`src/rtl/la_vjtag_pkg.sv`:
```
// ---------------------------------------------------------------------------
// la_vjtag_pkg
// Shared types and constants for the logic-analyser virtual JTAG DR engine.
//   vir_e             : virtual IR encoding (CTRL / READ data register select)
//   STATUS_READY_BIT  : bit of the capture-core status word flagging a full buffer
// ---------------------------------------------------------------------------
package la_vjtag_pkg;

  typedef enum logic [0:0] {
    IR_CTRL = 1'b0,
    IR_READ = 1'b1
  } vir_e;

  localparam int STATUS_READY_BIT = 0;

endpackage

```
`src/rtl/la_vjtag_dr_engine.sv`:
```
// ---------------------------------------------------------------------------
// la_vjtag_dr_engine
// User-side data-register engine behind a virtual JTAG hub node. Implements
// two DRs selected by the virtual IR:
//   CTRL : capture status word, shift, update writes the control word
//   READ : streaming readout of the sample RAM, one word per DATA_W shifts,
//          with the next word prefetched from a synchronous-read RAM
// Everything runs in the tck domain with a synchronous active-high reset.
//
// Optional feature (compile-time macro LA_VJTAG_ADDR_LOAD_EN):
//   adds an ADDR_W-bit address shift register loaded on READ-mode SDR; a
//   READ-mode UDR then moves mem_addr to the shifted address (random access).
//   Without the macro READ-mode UDR is ignored and readout starts at 0.
//
// Ports
//   tck, rst             clock and synchronous active-high reset
//   tdi / tdo            serial data from / to the hub (tdo = sr[0], LSB first)
//   ir_in / ir_out       virtual IR select / captured buffer-ready flag
//   virtual_state_cdr    capture-DR strobe   (priority cdr > sdr > udr > uir)
//   virtual_state_sdr    shift-DR strobe
//   virtual_state_udr    update-DR strobe
//   virtual_state_uir    update-IR strobe
//   status               capture-core status, bit0 = buffer ready
//   ctrl / ctrl_wr       control word and its one-cycle write pulse
//   mem_addr / mem_rdata sample RAM read port (data valid 1 tck after address)
// ---------------------------------------------------------------------------
module la_vjtag_dr_engine
  import la_vjtag_pkg::*;
#(
  parameter int DATA_W = 32,
  parameter int ADDR_W = 10
) (
  input  logic              tck,
  input  logic              rst,
  input  logic              tdi,
  output logic              tdo,
  input  logic              ir_in,
  output logic              ir_out,
  input  logic              virtual_state_cdr,
  input  logic              virtual_state_sdr,
  input  logic              virtual_state_udr,
  input  logic              virtual_state_uir,
  input  logic [DATA_W-1:0] status,
  output logic [DATA_W-1:0] ctrl,
  output logic              ctrl_wr,
  output logic [ADDR_W-1:0] mem_addr,
  input  logic [DATA_W-1:0] mem_rdata
);

  localparam int              CNT_W    = $clog2(DATA_W);
  localparam logic [CNT_W-1:0] CNT_LAST = CNT_W'(DATA_W - 1);

  vir_e             mode;
  logic [DATA_W-1:0] sr;
  logic [CNT_W-1:0]  cnt;
`ifdef LA_VJTAG_ADDR_LOAD_EN
  logic [ADDR_W-1:0] addr_sr;
`endif

  assign mode = vir_e'(ir_in);
  assign tdo  = sr[0];

  // NOTE: all state lives in one clocked block with non-blocking updates, so
  // every register sees pre-edge values and the strobe priority is a single
  // if/else chain; the reset branch is synchronous because tck is the only clock.
  always_ff @(posedge tck) begin
    if (rst) begin
      sr       <= '0;
      cnt      <= '0;
      ir_out   <= 1'b0;
      ctrl     <= '0;
      ctrl_wr  <= 1'b0;
      mem_addr <= '0;
`ifdef LA_VJTAG_ADDR_LOAD_EN
      addr_sr  <= '0;
`endif
    end else begin
      ctrl_wr <= 1'b0;
      ir_out  <= status[STATUS_READY_BIT];

      if (virtual_state_cdr) begin
        if (mode == IR_READ) begin
          // mem_rdata already holds the word at mem_addr; advance to prefetch the next
          sr       <= mem_rdata;
          mem_addr <= mem_addr + 1'b1;
          cnt      <= '0;
        end else begin
          sr <= status;
        end
      end else if (virtual_state_sdr) begin
        if (mode == IR_READ) begin
          if (cnt == CNT_LAST) begin
            // Last bit of the word has been presented; swap in the prefetched word
            sr       <= mem_rdata;
            mem_addr <= mem_addr + 1'b1;
            cnt      <= '0;
          end else begin
            sr  <= {tdi, sr[DATA_W-1:1]};
            cnt <= cnt + 1'b1;
          end
`ifdef LA_VJTAG_ADDR_LOAD_EN
          addr_sr <= {tdi, addr_sr[ADDR_W-1:1]};
`endif
        end else begin
          sr <= {tdi, sr[DATA_W-1:1]};
        end
      end else if (virtual_state_udr) begin
        if (mode == IR_CTRL) begin
          ctrl    <= sr;
          ctrl_wr <= 1'b1;
        end
`ifdef LA_VJTAG_ADDR_LOAD_EN
        else begin
          mem_addr <= addr_sr;
        end
`endif
      end else if (virtual_state_uir) begin
        if (mode == IR_READ) begin
          mem_addr <= '0;
          cnt      <= '0;
        end
      end
    end
  end

endmodule

```
`config.mk`:
```
export PLATFORM = sky130hd
export DESIGN_NAME = la_vjtag_dr_engine
export DESIGN_NICKNAME = d
export VERILOG_FILES = /design/src/rtl/la_vjtag_pkg.sv /design/src/rtl/la_vjtag_dr_engine.sv
export SDC_FILE = /design/constraint.sdc
export NUM_CORES = 1
export LEC_CHECK = 0
export CORE_MARGIN = 5
export CORE_UTILIZATION = 45
export DETAILED_ROUTE_END_ITERATION = 8
export PLACE_DENSITY = 0.89
export SETUP_SLACK_MARGIN = 0.3
export SYNTH_ARGS = -nofsm -noshare
export SYNTH_HDL_FRONTEND = slang
export SYNTH_SLANG_ARGS = --single-unit
```
`constraint.sdc`:
```
create_clock -name tck -period 3.1 [get_ports tck]
set_input_delay 0.465 -clock tck [delete_from_list [all_inputs] [get_ports tck]]
set_output_delay 0.465 -clock tck [all_outputs]
set_load 0.01 [all_outputs]
```
==> impl_metrics.tcl, run 1 <==
set metrics [dict create \
    status "complete, no violations" \
    synth_area_leaders "dfxtp_1, mux2_2, a22o_1" \
    setup_violations 0 \
    reg2reg_slack_ns 0.86 \
    area_growth_syn_to_layout_pct 37.5 \
    nNetsFinal 562 \
    max_slew_margin 0.422 \
    post-route-period-util 0.723 \
    postPlaceCellArea_um2 5160 \
    dp_cells 583 \
    worstPathCellList "ha_1 -> and3_1 -> ha_1 -> nand2_1 -> buf_4 -> mux2_2 -> a221oi_1 -> nor2_1" \
    finalSetupTns_ns 0 \
    async_flop_share 0 \
    hp-class "reg2reg" \
    power_w 0.00230 \
    synthesis.area_um2 3920 \
    drt_pass1_iterations 7 \
    rr_worst_depth 8 \
    avgRoutedWirePerCell_um 17.2 \
    vias 3453 \
    vias_per_cell 5.76 \
    maxCapViolations 0 \
    final_cells 599 \
    clock_latency_ns 0.34 \
    place_hpwl_um 7300 \
    ctsHoldBuffers 0 \
    clkTransAtPathRegs_ns 0.08 \
    syn_nets 462 \
    rsz0062_at_grt "no" \
    cts-htree-levels 3 \
    synth_ff_type "dfxtp_1" \
    yosysUniqueCellTypes 40 \
    drt-initial-drc-count 130 \
    port_buffers 116 \
    r2r-start "cnt[0]" \
    grt_pass1_vias 3466 \
    antenna_cells 0 \
    p_leak_nw 1.98 \
    track_usage 0.192 \
    startpoint "cnt[0]" \
    setup_slack_ns 0.858 \
    fin_area_um2 5390 \
    postCtsSetupBuffers 0 \
    clock_skew_ns 0.00785 \
    die_h_um 103 \
    fmax_mhz 446 \
    cts_sinks 81 \
    cts_buffer_depth 2 \
    ir_worst_vdd_mv 0.252 \
    cts_tree "built" \
    ys_seq_area_frac 0.414 \
    yosys.area.top_type "dfxtp_1" \
    crit_required_ns 3.28 \
    cts_buffers 9 \
    period_needed_ns 2.24 \
    grt_max_degree 44 \
    ant_nets 0 \
    rows 34 \
    dieArea_um2 10700 \
    cp-start-kind "flip-flop" \
    cp-endpoint "sr[3]" \
    pre_cts_ws_ns 0.851 \
    tightest_slew_ns 0.866 \
    synth_most_common_cell "dfxtp_1" \
    drive_above_1_share 0.189 \
    slowest_stage "mux2_2" \
    synth_edf_count 0 \
    synth_cells 386 \
    finalMaxSlewViolations 0 \
    synth_top_cell_area_share 0.414 \
    routed_wl_um 10300 \
    crit_arrival_ns 2.43 \
    grt_pass1_wl_um 16300 \
    drc 0 \
    worstSetupPathType "reg2reg" \
    syn_area_per_cell_um2 10.1 \
    cts_resized 0 \
    cts_root_buf "clkbuf_8" \
    max_stage_delay_ns 0.36 \
    antenna_found_initial 0 \
    crit_fanout 15 \
    fillers 710 \
    ios 117 \
    gp_congestion 0.817 \
    grt_overflow_total 0 \
    core_area_um2 8590 \
    r2r-end "sr[3]" \
    crit_path_end_kind "flip-flop" \
    hold_viol 0 \
    initial_core_util 0.456 \
    power_density_nw_per_um2 426 \
    ys.warnings.count 0 \
    synth_common_cells "dfxtp_1, mux2_2, nor2_1" \
    die_w_um 103 \
    ys_seq_elements 81 \
    crit_top_cell "ha_1" \
]
[report_power, final]
part	internal [W]	switching [W]	total [W]
combinational	0.000192	0.000136	0.000329
clock	0.000498	0.000369	0.000867
sequential	0.00107	0.0000258	0.00110
[logic make-up (layout without fill, tap and decap cells)]
kind of cell,after synthesis,count (layout),share of synthesized area
adder cells (fa/ha/maj),4,4,0.0128
XOR/XNOR,5,5,0.0112
buffers and inverters,36,141,0.0386
flip-flops,81,81,0.414
AO/OA/AOI/OAI,94,94,0.193
multiplexers,65,65,0.186
AND/OR/NAND/NOR,101,101,0.145
[layout by cell type, fill, tap and decap left out, drive strengths merged, types with 4 or more instances in the layout]
master and count:
a221oi 31, nor2 42, mux2 62, clkdlybuf4s50 112
dfxtp 81, o21ai 5, a21oi 10, buf 12
a22o 32, nand2 4, or3 4, clkbuf 12
nor3b 32, a211oi 4, ha 4
[routing by layer]
metal | GRT usage | part of all wire | vias up
met2 | 0.337 | 0.51 | 108
met3 | 0.0322 | 0.056 | 22
met4 | 0.0797 | 0.020 | 0
met5 | 0 | 0 | -
li1 | - | - | 1668
met1 | 0.233 | 0.41 | 1655
[layout make-up]
| class | count | area, µm² | area share |
|---|---|---|---|
| Clock buffer | 12 | 155 | 0.0288 |
| Sequential cell | 81 | 1620 | 0.301 |
| Tap cell | 108 | 135 | 0.0251 |
| Clock inverter | 4 | 75.1 | 0.0139 |
| Multi-Input combinational cell | 269 | 2180 | 0.405 |
| Inverter | 1 | 3.75 | 0.000697 |
| Timing Repair Buffer | 124 | 1210 | 0.225 |
[how the worst min path moves through the flow]
stage | startpoint | endpoint | slack (ns) | cells after the start
2_1_floorplan | sr[10] | ctrl[10] | 0.45 | 1
3_3_place_gp | ctrl[15] | ctrl[15] | 0.46 | 1
3_5_place_dp | ctrl[16] | ctrl[16] | 0.47 | 1
4_1_cts | ctrl[16] | ctrl[16] | 0.49 | 1
5_1_grt | ctrl[13] | ctrl[13] | 0.50 | 1
6_report | ctrl[16] | ctrl[16] | 0.48 | 1
[critical path: cells and delay by family, from the launching register on]
kind	cells	cell delay, ns
adders and majority gates	2	0.47
and+or+nand+nor	3	0.39
muxes	1	0.36
DFF	1	0.35
buffers and inverters	1	0.26
AOI/OAI and AO/OA	1	0.25
[through the flow]
step | hold WS (ns) | util
after floorplan | 0.451 | -
after global placement | 0.462 | 0.600
after detailed placement | 0.468 | 0.600
after CTS | 0.487 | 0.627
after global routing | 0.503 | 0.627
final | 0.482 | 0.627
[sequential cells by signal (all words and copies together) (netlist names)]
name	flops
ctrl	32
ir_out	1
sr	32
ctrl_wr	1
cnt	5
mem_addr	10
Note: power is estimated with default switching activity, not from simulation.
==> run 2: changes to the inputs <==
--- a/config.mk
+++ b/config.mk
@@ -6,7 +6,7 @@
 export NUM_CORES = 1
 export LEC_CHECK = 0
 export CORE_MARGIN = 5
-export CORE_UTILIZATION = 45
+export CORE_UTILIZATION = 43
 export DETAILED_ROUTE_END_ITERATION = 8
 export PLACE_DENSITY = 0.89
 export SETUP_SLACK_MARGIN = 0.3
==> constraint.sdc (replaced) <==
create_clock -name tck -period 1.96 [get_ports tck]
set_input_delay 0.294 -clock tck [delete_from_list [all_inputs] [get_ports tck]]
set_output_delay 0.294 -clock tck [all_outputs]
set_load 0.01 [all_outputs]
==> run 2 against run 1 <==
  * Sequential share of layout area shrank 3.0 points
  * Global-route usage grew 1.2 points
  * Critical path depth is the same
  * Sequential power grew 58%
  * Highest routed layer unchanged
  * Core utilization grew 5.9 points
==> impl_metrics.tcl, run 2 (synthesized netlist as in run 1, its figures left out) <==
set metrics [dict create \
    cts_root_buf "clkbuf_8" \
    fillers 642 \
    ios 117 \
    core_area_um2 8810 \
    cts_buffer_depth 2 \
    cts_tree "built" \
    hold_viol 0 \
    clock_latency_ns 0.35 \
    clock_skew_ns 0.00958 \
    ir_worst_vdd_mv 0.431 \
    period_needed_ns 1.90 \
    r2r-end "sr[2]" \
    die_h_um 105 \
    layout_common_cells "clkdlybuf4s50_1, dfxtp_1, nor2_1" \
    cts_sinks 81 \
    die_w_um 105 \
    nNetsFinal 587 \
    cp-start-kind "flip-flop" \
    cts-htree-levels 3 \
    drive_above_1_share 0.333 \
    drt-initial-drc-count 146 \
    worstSetupPathType "reg2reg" \
    dp_cells 595 \
    max_slew_margin 0.333 \
    antenna_found_initial 0 \
    crit_fanout 8 \
    final_common_cell "clkdlybuf4s50_1" \
    power_w 0.00368 \
    port_buffers 116 \
    worstHoldStart "rst" \
    setup_violations 0 \
    final_cells 624 \
    clkTransAtPathRegs_ns 0.09 \
    rr_worst_depth 8 \
    vias_per_cell 5.79 \
    maxCapViolations 0 \
    r2r-start "cnt[0]" \
    post-route-period-util 0.970 \
    holdPathStages 3 \
    dieArea_um2 11100 \
    area_growth_syn_to_layout_pct 54.1 \
    routed_wl_um 12100 \
    crit_arrival_ns 2.14 \
    tightest_slew_ns 0.997 \
    rsz0062_at_grt "yes" \
    antenna_cells 0 \
    p_leak_nw 2.31 \
    crit_required_ns 2.20 \
    grt_pass1_vias 3807 \
    initial_core_util 0.445 \
    avgRoutedWirePerCell_um 19.4 \
    grt_pass1_wl_um 18800 \
    hold_end "sr[0]" \
    power_density_nw_per_um2 609 \
    rows 34 \
    cts_buffers 9 \
    place_hpwl_um 8130 \
    top_regs "ctrl x32, sr x32, mem_addr x10" \
    fmax_mhz 526 \
    finalMaxSlewViolations 0 \
    multi_input_area_um2 2590 \
    ant_nets 0 \
    vias 3616 \
    ctsHoldBuffers 0 \
    reg2reg_slack_ns 0.06 \
    crit_path_end_kind "flip-flop" \
    seqCellArea_um2 1640 \
    grt_overflow_total 0 \
    gp_congestion 0.861 \
    grt_max_degree 37 \
    drc 0 \
    track_usage 0.204 \
    hp-class "in2reg" \
    status "complete, no violations" \
    startpoint "cnt[0]" \
    drt_pass1_iterations 4 \
]
[run 2: area by class of cell]
type                    count  share of cell area
repair buffers            148               0.242
flip-flops and latches     81               0.271
multi-input cells         270               0.429
clock buffers              11              0.0251
clock inverters             5             0.00995
inverters                   1            0.000622
well taps                 108              0.0224
[run 2: metrics by stage]
stage	util	setup slack (ns)	TNS (ns)	hold slack (ns)	cell area [µm²]
floorplan	-	0.209	0	0.422	4290
global placement	0.637	-0.00175	-0.0165	0.463	5610
detailed placement	0.637	-0.0477	-0.850	0.468	5610
CTS	0.676	0.0852	0	0.414	5950
global route	0.686	-0.00213	-0.00213	0.452	6040
finish	0.686	0.0597	0	0.450	6040
[run 2: repair_timing]
item | CTS | global route
cloned | 1 | 2
endpoints found under the setup margin | 41 | 79
pin swaps | 9 | 19
buffers inserted | 7 | 3
gates resized for setup | 15 | 9
[run 2: worst max-delay path: stages (launching register included)]
cell       delay (ns)
dfxtp_4          0.37
ha_4             0.16
and3_4           0.19
ha_4             0.18
nand2_8          0.13
clkbuf_16        0.18
mux2_4           0.30
a221oi_2         0.22
nor2_1           0.07
[run 2: report_power, final]
group / total, W / internal, W / leakage (nW) / switching [W]
Clock: 0.00129 / 0.000666 / 0.106 / 0.000622
Sequential: 0.00174 / 0.00170 / 0.665 / 0.0000443
Combinational: 0.000649 / 0.000375 / 1.54 / 0.000274
[run 2: worst max-delay path by stage]
stage	slack [ns]	end	depth (start not counted)
floorplan	0.21	sr[25]	8
global placement	-0.002	ctrl[12]	4
detailed placement	-0.05	ctrl[0]	4
CTS	0.09	sr[10]	8
global route	-0.002	sr[7]	8
finish	0.06	sr[2]	8
[run 2: layer usage]
metal / vias to the layer above / GRT usage / wire length, µm
li1: 1725 / - / -
met1: 1742 / 0.243 / 5040
met2: 127 / 0.360 / 6170
met3: 22 / 0.0336 / 623
met4: 0 / 0.0900 / 282
met5: - / 0 / 0
